$ cat config.mk
export PLATFORM = sky130hd
export DESIGN_NAME = spi_flash_resp
export DESIGN_NICKNAME = d
export VERILOG_FILES = /design/src/rtl/spi_flash_resp.sv
export SDC_FILE = /design/constraint.sdc
export NUM_CORES = 1
export LEC_CHECK = 0
export ABC_CLOCK_PERIOD_IN_PS = 2400
export CORE_MARGIN = 5
export CORE_UTILIZATION = 37
export CTS_BUF_LIST = sky130_fd_sc_hd__clkbuf_4 sky130_fd_sc_hd__clkbuf_8
export DETAILED_ROUTE_END_ITERATION = 10
export GPL_TIMING_DRIVEN = 0
export RECOVER_POWER = 100
export SLEW_MARGIN = 30
export SYNTH_ARGS = -nofsm -noshare
export SYNTH_HDL_FRONTEND = slang
export SYNTH_SLANG_ARGS = --single-unit
$ cat constraint.sdc
create_clock -name clk -period 2.4 [get_ports clk]
set_clock_uncertainty 0.1 [all_clocks]
set_input_delay 0.24 -clock clk [delete_from_list [all_inputs] [get_ports clk]]
set_output_delay 0.24 -clock clk [all_outputs]
set_load 0.01 [all_outputs]
$ cat src/rtl/spi_flash_resp.sv
// spi_flash_resp: SPI mode-0 responder emulating the read side of a serial NOR flash
// (READ 0x03, RDID 0x9F, RDSR 0x05), with SPI inputs synchronised into the clk domain.
module spi_flash_resp #(
  parameter int          ADDR_W = 16,
  parameter logic [7:0]  MFG_ID = 8'hEF,
  parameter logic [15:0] DEV_ID = 16'h4016,
  parameter logic [7:0]  STATUS = 8'h00
) (
  input  logic              clk,
  input  logic              rst_n,
  input  logic              spi_sclk_i,
  input  logic              spi_mosi_i,
  input  logic              spi_cs0_i,
  output logic              spi_miso_o,
  output logic              spi_oe_o,
  output logic              mem_rd_o,
  output logic [ADDR_W-1:0] mem_addr_o,
  input  logic [7:0]        mem_rdata_i,
  output logic              active_o
);
  typedef enum logic [2:0] {IDLE, CMD, ADDR, DATA, ID, STAT, IGN} state_t;
  state_t state_q;
  logic [2:0] sclk_sync_q;
  logic [1:0] mosi_sync_q, cs_sync_q;
  logic [2:0] bit_cnt_q;
  logic [6:0] rx_sr_q;
  logic [7:0] tx_sr_q, rdata_q;
  logic [ADDR_W-1:0] addr_q, mem_addr_q;
  logic [1:0] abyte_q, idx_q;
  logic load_q, mem_rd_q, rd_d1_q, oe_q, active_q;
  logic rise, fall, cs_low, byte_done;
  logic [7:0] rx_d, id_byte, resp_d;
  assign rise      = sclk_sync_q[1] & ~sclk_sync_q[2];
  assign fall      = ~sclk_sync_q[1] & sclk_sync_q[2];
  assign cs_low    = ~cs_sync_q[1];
  assign rx_d      = {rx_sr_q, mosi_sync_q[1]};
  assign byte_done = rise & (bit_cnt_q == 3'd7);
  assign id_byte   = idx_q == 2'd0 ? MFG_ID : idx_q == 2'd1 ? DEV_ID[15:8] :
                     idx_q == 2'd2 ? DEV_ID[7:0] : 8'hFF;
  assign resp_d    = state_q == DATA ? rdata_q : state_q == ID ? id_byte :
                     state_q == STAT ? STATUS : 8'hFF;
  always_ff @(posedge clk or negedge rst_n) begin
    if (!rst_n) begin
      state_q     <= IDLE;
      sclk_sync_q <= '0;
      mosi_sync_q <= '0;
      cs_sync_q   <= 2'b11;
      bit_cnt_q   <= '0;
      rx_sr_q     <= '0;
      tx_sr_q     <= 8'hFF;
      rdata_q     <= '0;
      addr_q      <= '0;
      mem_addr_q  <= '0;
      abyte_q     <= '0;
      idx_q       <= '0;
      load_q      <= 1'b0;
      mem_rd_q    <= 1'b0;
      rd_d1_q     <= 1'b0;
      oe_q        <= 1'b0;
      active_q    <= 1'b0;
    end else begin
      sclk_sync_q <= {sclk_sync_q[1:0], spi_sclk_i};
      mosi_sync_q <= {mosi_sync_q[0], spi_mosi_i};
      cs_sync_q   <= {cs_sync_q[0], spi_cs0_i};
      mem_rd_q    <= 1'b0;
      rd_d1_q     <= mem_rd_q;
      oe_q        <= cs_low;
      if (rd_d1_q) rdata_q <= mem_rdata_i;
      if (!cs_low || state_q == IDLE) begin
        // CS high wins over any same-cycle SCLK edge and discards a partial byte
        state_q   <= cs_low ? CMD : IDLE;
        active_q  <= cs_low;
        bit_cnt_q <= '0;
        tx_sr_q   <= 8'hFF;
        load_q    <= 1'b0;
      end else begin
        if (rise) begin
          rx_sr_q   <= rx_d[6:0];
          bit_cnt_q <= bit_cnt_q + 3'd1;
          load_q    <= byte_done;
        end
        if (fall) begin
          tx_sr_q <= load_q ? resp_d : {tx_sr_q[6:0], 1'b1};
          if (load_q && state_q == ID && idx_q != 2'd3) idx_q <= idx_q + 2'd1;
        end
        if (byte_done) begin
          case (state_q)
            CMD: begin
              state_q <= rx_d == 8'h03 ? ADDR : rx_d == 8'h9F ? ID : rx_d == 8'h05 ? STAT : IGN;
              abyte_q <= '0;
              idx_q   <= '0;
            end
            ADDR: begin
              addr_q  <= ADDR_W'({addr_q, rx_d});
              abyte_q <= abyte_q + 2'd1;
              if (abyte_q == 2'd2) begin
                mem_addr_q <= ADDR_W'({addr_q, rx_d});
                mem_rd_q   <= 1'b1;
                state_q    <= DATA;
              end
            end
            DATA: begin
              mem_addr_q <= mem_addr_q + 1'b1;
              mem_rd_q   <= 1'b1;
            end
            default: ;
          endcase
        end
      end
    end
  end
  assign spi_miso_o = tx_sr_q[7];
  assign spi_oe_o   = oe_q;
  assign mem_rd_o   = mem_rd_q;
  assign mem_addr_o = mem_addr_q;
  assign active_o   = active_q;
endmodule
After elaboration in Yosys (flattened, before gate mapping)

Index checks and enable logic that the tools add are counted.
Widths: inputs -> output; s select.

Flip-flop bits (word level): 69
Word-level logic and storage cells: 91

Add/sub/neg operators: 4
Equality and inequality tests: 15
Muxes and demuxes: 32
Bitwise gates (word level): 7
Reduce and logical (&&, ||, !) cells: 16

Operators with widths:

| cell                  | count |
|---|---|
| $mux 8                | 9 |
| $pmux 16 s2           | 1 |
| $mux 3                | 6 |
| $add 16x1->16 const B | 1 |
| $mux 16               | 1 |
| $mux 2                | 6 |
| $reduce_bool 2->1     | 5 |
| $eq 3x3->1 const B    | 3 |
| $reduce_and 3->1      | 3 |
| $eq 8x2->1 const B    | 1 |
| $eq 8x3->1 const B    | 1 |
| $eq 8x8->1 const B    | 1 |
| $eq 3x2->1 const B    | 2 |
| $mux 1                | 6 |
| $pmux 3 s2            | 1 |
| $add 2x1->2 const B   | 2 |
| $eq 2x2->1 const B    | 2 |
| $ne 2x2->1 const B    | 2 |
| $not 1->1             | 4 |
| $pmux 2 s2            | 1 |
| $reduce_and 4->1      | 1 |
| $add 3x1->3 const B   | 1 |
| $and 1x1->1           | 3 |
| $eq 3x1->1 const B    | 1 |
| other kinds (9)       | 10 |

Logic depth before layout (Yosys ltp)

Depth after elaboration: 9
Mapped depth: 9

Worst setup path before layout

No wires, ideal clock.

Kind: flip-flop to flip-flop
Start: reg sclk_sync_q[2]
End: reg mem_addr_q[13] (netlist: mem_addr_o[13])
Setup time: 0.130 ns
Data arrival time: 1.669 ns
Path slack: 0.501 ns
Stages on the path, launching flop included: 7
Period minus slack after synthesis: 1.899 ns
Cells stage by stage: dfrtp_1 > or3b_1 > or4_1 > buf_2 > buf_6 > a21oi_1 > o22ai_1

Longest elaborated chain between the ends: 4

Ends and longest elaborated chain:

| item                              | line | text |
|---|---|---|
| from (decl)                       | 23   | `logic [2:0] sclk_sync_q;` |
| from (signal assigned)            | 62   | `sclk_sync_q <= {sclk_sync_q[1:0], spi_sclk_i};` |
| $not 1->1                         | 33   | `assign rise = sclk_sync_q[1] & ~sclk_sync_q[2];` |
| $and 1x1->1                       | 33   |  |
| $and 1x1->1                       | 37   | `assign byte_done = rise & (bit_cnt_q == 3'd7);` |
| $reduce_and 4->1 (no source line) | n/a  |  |
| to (signal assigned)              | 97   | `mem_addr_q <= ADDR_W'({addr_q, rx_d});` |
| to (signal assigned)              | 103  | `mem_addr_q <= mem_addr_q + 1'b1;` |
| to (decl)                         | 28   | `logic [ADDR_W-1:0] addr_q, mem_addr_q;` |

No other way between the ends.
A chain may end at the register's enable or synchronous reset.

Final worst setup path

Start: reg sclk_sync_q[2]
End: reg mem_addr_q[6] (netlist: mem_addr_o[6])

The elaborated chain is that of the path after synthesis.

==> summary.txt <==
Power and ir drop
  • Sw Share: 23.8%
  • Clock network power share: 40.7%
  • Peak supply drop: ~0.27 mV
  • Seq pwr share: between 50% and 60%
  • Sw power: ~0.58 mW
  • Leak: roughly 1.8 nW
  • Comb pwr share: around 6.8%
  • Internal Power: around 1.9 mW
  • Power per cell area: 592 nW/um2
  • Final Power: 2.43 mW

Timing
  • Final min period: 2210 ps
  • Final hold vios: 0
  • Maximum clock frequency: between 0.4 and 0.5 GHz
  • Final Setup Violations: 0
  • Slew @ Worst Pin: roughly 970 ps
  • Max-slew violations: 0
  • Fin Hold WS: ~250 ps
  • Unrepaired setup endpoints after global routing: false
  • Setup TNS Final: 0 ps
  • Final worst slack: about 190 ps
  • Final Cycle Share: just over 90%
  • Worst slew margin: approximately 36%

Synth
  • Area leader, netlist: dfrtp_1
  • Avg Cell Area, Syn: around 11 um2
  • Post-synthesis async set-or-reset flop share: 100%
  • Synth Cell Area: between 3000 and 4000 um2
  • Yosys cell types: 59
  • Post-Syn Nets: between 300 and 400
  • Synth Register Bits: just under 70
  • Synth cell count leaders: 59 x dfrtp_1, 26 x nor2_1, 24 x a21oi_1, 23 x mux2_2, 19 x o21ai_0
  • Sequential fraction of the synthesis area: between 50% and 60%
  • Count leader, synth: dfrtp_1
  • Ys flop type: dfrtp_1
  • Synth top area share: a little over two fifths
  • EDFF count, synth: 0
  • Top area cells in the synthesized netlist: dfrtp_1 43%, dfstp_2 7.7%, mux2_2 7.6%
  • Synth Warn #: 0
  • Synth Instances: roughly 330

Finish
  • Finished Core Util: roughly 45%
  • Share of cells above drive strength 1: about 18%
  • Fin cells: 486
  • N_diodes: 0
  • # nets final: 392
  • Area grow syn2layout: 20.1%
  • Final Cell Area: roughly 4100 um2

Placed design
  • Gp weighted congestion: slightly below 0.9
  • I/O Buffers: 32
  • Dpl ws: approximately 160 ps
  • DP Wirelength: 5750 um
  • Placed instance area: between 3000 and 4000 um2
  • Placed Cells: around 470

Critical path
  • R2R Setup Slk: 190 ps
  • Max FO, Critical Path: 10
  • Worst-path cell chain: or3b_1 > or4_1 > clkbuf_1 > clkbuf_2 > o21ai_0 > o21ai_1
  • R2R cell count: 6
  • CP Launch Type: register
  • CP required: 2520 ps
  • Slowest CP cell: or4_1
  • FF-to-FF Start: sclk_sync_q[2]
  • Max stage delay on crit path: 520 ps
  • Crit path DAT: 2330 ps
  • CP startpoint: sclk_sync_q[2]
  • Worst setup path class: register to register
  • CP Capture Point: mem_addr_o[6]
  • Reg-to-reg endpoint: mem_addr_o[6]
  • Crit end category: register

Floorplanning
  • Initial Utilization: a little under two fifths
  • Die Area: between 10000 and 15000 um2
  • CORE AREA: between 9000 and 10000 um2
  • Num rows: 35
  • Die height: between 100 and 150 um
  • Num ports: 33
  • Die X-Extent: about 110 um

Detailed routing
  • Wire per inst: around 17 um
  • Via density: about 5.5
  • Final wirelength: between 8000 and 9000 um
  • Met2 wire length: around 3600 um
  • Vias: around 2700
  • Iter 0 DRT Violations: 114
  • WL met1: 4000 um
  • Top Metal Used: met4
  • Final ANT Viol Nets: 0
  • Pre-Repair DR Iteration Count: 4
  • Metal3 WL: 418 um
  • DRC: 0

Clocking
  • Max Buffers Root-to-Sink: 2
  • H-tree Lvls: 3
  • Skew-Pair Late Insertion Delay: between 300 and 400 ps
  • Root buf cell: clkbuf_8
  • CTS buffer count: 9
  • CTS tree: done
  • Clock slew at the register clock pins of the worst setup and hold paths: roughly 70 ps
  • Total setup buffers inserted after CTS: 0
  • CTS Sinks: 69

Global route
  • Total grt overflow: 0
  • Largest net degree at the start of global routing: 39
  • Initial antenna violation count: 0
  • First-pass GRT wire length: 13500 um
  • Tot GR Track Use: between 10% and 20%
  • Vias in the first global route: roughly 2600

Run status
  • Status: completed

Worst hold path
  • Hold Path Class: register to register
  • Hold Path Depth: 0

Flow run
  • Max-capacitance violation count: 0
## worst min-delay path by stage
stage	slack [ps]	startpoint	end
floorplan	-160	rst_n	abyte_q[0]
global placement	240	sclk_sync_q[0]	sclk_sync_q[1]
detailed placement	140	rst_n	mem_addr_o[1]
CTS	190	spi_cs0_i	cs_sync_q[0]
global route	260	cs_sync_q[0]	cs_sync_q[1]
finish	250	sclk_sync_q[0]	sclk_sync_q[1]
## power by group through the flow
stage | Clock, mW | Sequential, mW | Combinational, mW
floorplan | 0 | 1.27 | 0.100
global placement | 0 | 1.29 | 0.165
detailed placement | 0 | 1.30 | 0.171
CTS | 1.01 | 1.28 | 0.173
global route | 1.07 | 1.28 | 0.186
finish | 0.991 | 1.28 | 0.166
## sequential cells by signal (all words and copies together), names as in the netlist, 3 cells and up
register     flops
tx_sr_q          8
rdata_q          8
addr_q           8
state_q          3
mem_addr_o      16
rx_sr_q          7
bit_cnt_q        3
sclk_sync_q      3
## logic make-up (layout without fill, tap and decap cells)
group           after synthesis  count (layout)  share of synthesized area [%]
mux                          28              28                           9.02
flops                        69              69                           50.8
buf+inv                      31              81                           4.05
compound gates               90              90                           17.1
simple gates                 95              95                           15.0
fa+ha+maj                     9               9                           3.29
xor+xnor                      3               3                          0.767
## placed cells by master (no fill, tap or decap), drive strengths merged, types with 3 or more instances in the layout
| cell type | instances |
|---|---|
| mux2i | 5 |
| dlygate4sd3 | 24 |
| nor2b | 3 |
| o31ai | 3 |
| nor2 | 26 |
| nor4 | 3 |
| ha | 9 |
| nor3 | 3 |
| nand2 | 16 |
| nand4 | 5 |
| o22ai | 5 |
| nor3b | 3 |
| clkinv | 3 |
| inv | 8 |
| nand3 | 9 |
| mux2 | 23 |
| and4 | 3 |
| a31oi | 7 |
| nand4b | 3 |
| a21oi | 27 |
| and3 | 3 |
| a211oi | 3 |
| dfstp | 10 |
| clkbuf | 35 |
| dfrtp | 59 |
| a22oi | 3 |
| or4 | 3 |
| nand2b | 3 |
| clkdlybuf4s50 | 8 |
| o21ai | 25 |
## final cells by class
| cell class | count | area, um2 |
|---|---|---|
| Clock inverter | 3 | 43.8 |
| Tap cell | 111 | 139 |
| Buffer | 22 | 93.8 |
| Sequential cell | 69 | 1740 |
| Timing Repair Buffer | 34 | 345 |
| Clock buffer | 13 | 166 |
| Inverter | 9 | 35.0 |
| Multi-Input combinational cell | 225 | 1550 |
| Fill cell | 877 | 5040 |
## per-layer routing
layer / GRT usage, % / vias to the layer above
li1: - / 1290
met1: 21.8 / 1341
met2: 22.4 / 59
met3: 2.61 / 2
met4: 6.11 / 0
met5: 0 / -
## worst max-delay path, delay by kind of cell (launching register included)
family                 cells  cell delay (ps)
and+or+nand+nor            2              870
DFF                        1              420
buffers and inverters      2              440
AOI/OAI and AO/OA          2              270
## timing repair
item	CTS	global route
gates resized for setup	0	2
hold buffers	1	0
hold endpoints to repair	33	0
endpoints found under the setup margin	0	3
(Power assumes the default switching activity.)
